File: config.mk
export PLATFORM = sky130hd
export DESIGN_NAME = accum_sequencer
export DESIGN_NICKNAME = d
export VERILOG_FILES = /design/src/rtl/accum_sequencer.sv
export SDC_FILE = /design/constraint.sdc
export NUM_CORES = 1
export LEC_CHECK = 0
export ABC_AREA = 1
export BUFFER_PORTS_ARGS = -buffer_cell sky130_fd_sc_hd__buf_2
export CORE_MARGIN = 3
export CORE_UTILIZATION = 41
export CTS_BUF_LIST = sky130_fd_sc_hd__clkbuf_2 sky130_fd_sc_hd__clkbuf_4 sky130_fd_sc_hd__clkbuf_8
export DETAILED_ROUTE_END_ITERATION = 10
export GPL_TIMING_DRIVEN = 0
export PLACE_DENSITY = 0.87
export SYNTH_ARGS = -nofsm -noshare
export SYNTH_HDL_FRONTEND = slang
export SYNTH_SLANG_ARGS = --single-unit
File: constraint.sdc
create_clock -name clk -period 1.2 [get_ports clk]
set_input_delay 0 -clock clk [delete_from_list [all_inputs] [get_ports clk]]
set_output_delay 0 -clock clk [all_outputs]
set_load 0.005 [all_outputs]
File: src/rtl/accum_sequencer.sv
// Sequences an unsigned accumulation job over an external registered adder.
// Each operand takes one FETCH cycle to issue and one WAIT cycle to collect the sum.
module accum_sequencer #(
    parameter int unsigned DATA_W = 16,
    parameter int unsigned LEN_W  = 7
) (
    input  logic              clk,
    input  logic              reset,
    input  logic              i_start,
    input  logic [LEN_W-1:0]  i_len,
    input  logic              i_in_valid,
    input  logic [DATA_W-1:0] i_in_data,
    output logic              o_in_ready,
    output logic              o_add_en,
    output logic [DATA_W-1:0] o_add_a,
    output logic [DATA_W-1:0] o_add_b,
    input  logic [DATA_W:0]   i_add_sum,
    output logic              o_out_valid,
    output logic [DATA_W-1:0] o_out_data,
    input  logic              i_out_ready,
    output logic              o_busy,
    output logic              o_sat
);

    typedef enum logic [1:0] {
        S_IDLE  = 2'd0,
        S_FETCH = 2'd1,
        S_WAIT  = 2'd2,
        S_DONE  = 2'd3
    } state_t;

    state_t              r_state;
    state_t              w_state_nxt;
    logic [LEN_W-1:0]    r_remaining;
    logic [DATA_W-1:0]   r_acc;
    logic                r_sat;

    logic                w_start_ok;
    logic                w_last;
    logic                w_carry;

    assign w_start_ok = i_start && (i_len != '0);
    assign w_last     = (r_remaining == LEN_W'(1));
    assign w_carry    = i_add_sum[DATA_W];

    // State register
    always_ff @(posedge clk) begin
        if (reset) begin
            r_state <= S_IDLE;
        end else begin
            r_state <= w_state_nxt;
        end
    end

    // Next-state and adder handshake decode
    always_comb begin
        w_state_nxt = r_state;
        o_in_ready  = 1'b0;
        o_add_en    = 1'b0;
        o_add_a     = '0;
        o_add_b     = '0;
        case (r_state)
            S_IDLE: begin
                if (w_start_ok) begin
                    w_state_nxt = S_FETCH;
                end
            end
            S_FETCH: begin
                o_in_ready = 1'b1;
                if (i_in_valid) begin
                    o_add_en    = 1'b1;
                    o_add_a     = r_acc;
                    o_add_b     = i_in_data;
                    w_state_nxt = S_WAIT;
                end
            end
            S_WAIT: begin
                w_state_nxt = w_last ? S_DONE : S_FETCH;
            end
            S_DONE: begin
                if (i_out_ready) begin
                    w_state_nxt = S_IDLE;
                end
            end
            default: begin
                w_state_nxt = S_IDLE;
            end
        endcase
    end

    // Job datapath: length counter, saturating accumulator, sticky saturation flag
    always_ff @(posedge clk) begin
        if (reset) begin
            r_remaining <= '0;
            r_acc       <= '0;
            r_sat       <= 1'b0;
        end else begin
            case (r_state)
                S_IDLE: begin
                    if (w_start_ok) begin
                        r_remaining <= i_len;
                        r_acc       <= '0;
                        r_sat       <= 1'b0;
                    end
                end
                S_WAIT: begin
                    r_acc       <= w_carry ? {DATA_W{1'b1}} : i_add_sum[DATA_W-1:0];
                    r_sat       <= r_sat | w_carry;
                    r_remaining <= r_remaining - LEN_W'(1);
                end
                default: begin
                end
            endcase
        end
    end

    assign o_out_valid = (r_state == S_DONE);
    assign o_out_data  = r_acc;
    assign o_busy      = (r_state != S_IDLE);
    assign o_sat       = r_sat;

endmodule

==> flow_summary_export.csv <==
group,metric,value,unit
timing,min_period,1230,ps
route,route.vias.total,2126,
floorplan,chipHeight,70.1,um
layout,final.fill_count,330,
clocking,ctsHoldBuffers,0,
power_and_ir_drop,total_power,0.00267,W
clocking,cts_tree,"built",
place,gp_congestion,0.914,
layout,finalNetCount,425,
timing,fin_skew,3.88,ps
timing,period_share,1.02,
logic_synthesis,ys_types,26,
layout,final_area,2520,um2
worst_setup_path,worstReg2RegStart,"r_state[0]",
clocking,cts.sink_count,26,
clocking,cts_htree_levels,1,
worst_setup_path,criticalPathCategory,"register to register",
floorplan,start_util,0.444,
worst_setup_path,timing_startpoint_of_the_critical_path,"r_state[0]",
worst_setup_path,timing.rr.end,"r_remaining[5]",
global_route,initial_antenna_violation_count,0,
clocking,max-clock-path-buffers,2,
route,post_detailed_route_drc_marker_count,0,
logic_synthesis,yosys_register_bits,26,
timing,worst_slew_pin_slew,514,ps
logic_synthesis,synth_top_area_cell,"dfxtp_1",
status,failed_checks,"negative setup slack",
clocking,clock_latency,280,ps
status,status,"finished with violations",
route,detailed_routing_iterations_pass_1,4,
layout,antenna_cells,0,
route,avgViaCountPerCell,5.00,
worst_setup_path,critPathLaunchType,"register",
place,placement.cell_area,2220,um2
worst_hold_path,worst_hold_path_type,"input port to register",
global_route,number_of_global_route_vias_before_repair,1890,
worst_setup_path,critical_path.endpoint_type,"register",
route,antenna_violating_nets_post_route,0,
logic_synthesis,netlist_instances,268,
global_route,grt_start_max_net_pins,16,
worst_setup_path,timing.critical_path.arrival,1410,ps
timing,relSlewSlack,0.657,
flow_run,drv_cap,0,
timing,rsz0062_at_grt,"yes",
floorplan,die_area,4920,um2
timing,layout_setup_ws,-28.5,ps
worst_setup_path,r2r_slack,-30,ps
layout,layout_common_cells,"buf_2 (99), nand2_1 (56), nor2_1 (47)",
timing,hold_violations,0,
worst_setup_path,crit_path_max_fanout,6,
floorplan,io_pins,98,
worst_setup_path,critPathCapture,"r_remaining[5]",
timing,setup_viol,8,
route,wl_per_cell,12.7,um
timing,slew_viol_final,0,
clocking,clk_root_buffer_cell,"clkbuf_8",
route,initialDrtViolationCount,100,
floorplan,floorplan.rows,22,
clocking,numCtsBuffers,3,
clocking,clk_pin_slew_worst_paths,100,ps
place,dp.final_hpwl,3870,um
power_and_ir_drop,power_density,1060,nW/um2
route,wl,5410,um
global_route,groute.usage.overall,0.200,
place,place.port_buffers,95,
logic_synthesis,netlist.area_leader.share,0.309,
power_and_ir_drop,irDropWorstVdd,0.934,mV
layout,final_common_cell,"buf_2",
timing,finalSetupTns,-93.9,ps
layout,area_growth,49.8,%
logic_synthesis,synth.area.top_cells,"dfxtp_1 (31%), nand2_1 (14%), nor2_1 (12%)",
logic_synthesis,synth.yosys.warnings,0,
worst_setup_path,worstRegToRegCells,7,
floorplan,core_footprint,3800,um2
timing,maxClockFrequency,0.814,GHz
global_route,grt_overflow,0,
logic_synthesis,synth_fp_nets,315,
floorplan,floorplan.die.width,70.1,um
power_and_ir_drop,lkg_pwr,1.29,nW
logic_synthesis,synth.yosys.seq_area_share,0.309,
worst_setup_path,critPathRequiredTime,1380,ps
global_route,wire_length_of_the_first_global_routing_pass,8290,um
logic_synthesis,syn_area,1690,um2
layout,drive_gt1_frac,0.438,
logic_synthesis,postSynthAreaPerCell,6.29,um2
[flip-flops by register name, summed over array words and instances (netlist names)]
name,cells
r_remaining,7
o_out_data,16
r_state,2
o_sat,1
[metrics by stage]
step / setup WS [ps] / std cells / utilization / hold WS (ps)
5_1_grt: -101 / 425 / 0.665 / 17.3
3_5_place_dp: -63.8 / 411 / 0.585 / 295
3_3_place_gp: -52.8 / 411 / 0.585 / 289
4_1_cts: -4.09 / 419 / 0.624 / 13.9
6_report: -28.5 / 425 / 0.665 / 9.31
2_1_floorplan: 35.9 / 268 / - / 86.4
[Yosys cell counts]
cell type	instances
a21o_1	1
a21oi_1	17
a21oi_2	2
and2_1	1
buf_2	6
buf_4	1
buf_6	3
buf_8	1
clkbuf_1	6
dfxtp_1	26
ha_1	2
inv_1	17
inv_2	3
nand2_1	64
nand3_1	22
nand3_2	10
nand3_4	1
nand4_1	3
nor2_1	56
nor2_2	1
nor2_4	1
nor3_1	1
o21ai_0	17
o21ai_1	4
o21ai_2	1
or2_1	1
[power breakdown]
| part | switching, W | internal [W] |
|---|---|---|
| clock network | 0.000294 | 0.000447 |
| logic | 0.000511 | 0.000404 |
| registers | 0.0000790 | 0.000932 |
[repair_timing]
item	4_1_cts	5_1_grt
cloned	1	2
pin swaps	2	9
endpoints found under the setup margin	46	43
setup buffers	3	4
resized for setup	15	29
hold endpoints to repair	0	0
[critical path, stage by stage (launching register included)]
cell and delay (ps):
dfxtp_4 400, nor2_4 230, inv_4 80, buf_6 140, nand2_2 60, nand2_2 60, nor2_2 110, nor2_2 50
[per-layer routing]
layer,up-vias,routed length (um),GRT usage
met5,-,0,0
met4,0,83,0.0660
met3,9,588,0.0547
met2,104,2640,0.348
met1,932,2110,0.235
li1,1081,-,-
[kinds of logic after synthesis]
group / Yosys count / share of synthesized area
AOI/OAI and AO/OA: 42 / 0.133
and+or+nand+nor: 161 / 0.434
buffers and inverters: 37 / 0.109
adders and majority gates: 2 / 0.0148
DFF: 26 / 0.309
[layout make-up]
class / count / area (um2) / share of cell area
clock buffers: 3 / 41.3 / 0.0164
well taps: 48 / 60.1 / 0.0238
flip-flops and latches: 26 / 528 / 0.209
clock inverters: 1 / 30.0 / 0.0119
repair buffers: 105 / 567 / 0.224
multi-input cells: 205 / 1080 / 0.430
plain buffers: 17 / 134 / 0.0530
inverters: 20 / 80.1 / 0.0317
[how the worst min path moves through the flow]
stage                   from  depth (start not counted)        endpoint
6_report        i_add_sum[4]                          3   o_out_data[4]
3_5_place_dp    i_in_data[6]                          4      o_add_b[6]
2_1_floorplan   i_in_data[0]                          2      o_add_b[0]
4_1_cts         i_add_sum[2]                          3   o_out_data[2]
5_1_grt        i_add_sum[12]                          3  o_out_data[12]
3_3_place_gp   i_add_sum[11]                          3  o_out_data[11]
Note: power is estimated with default switching activity, not from simulation.
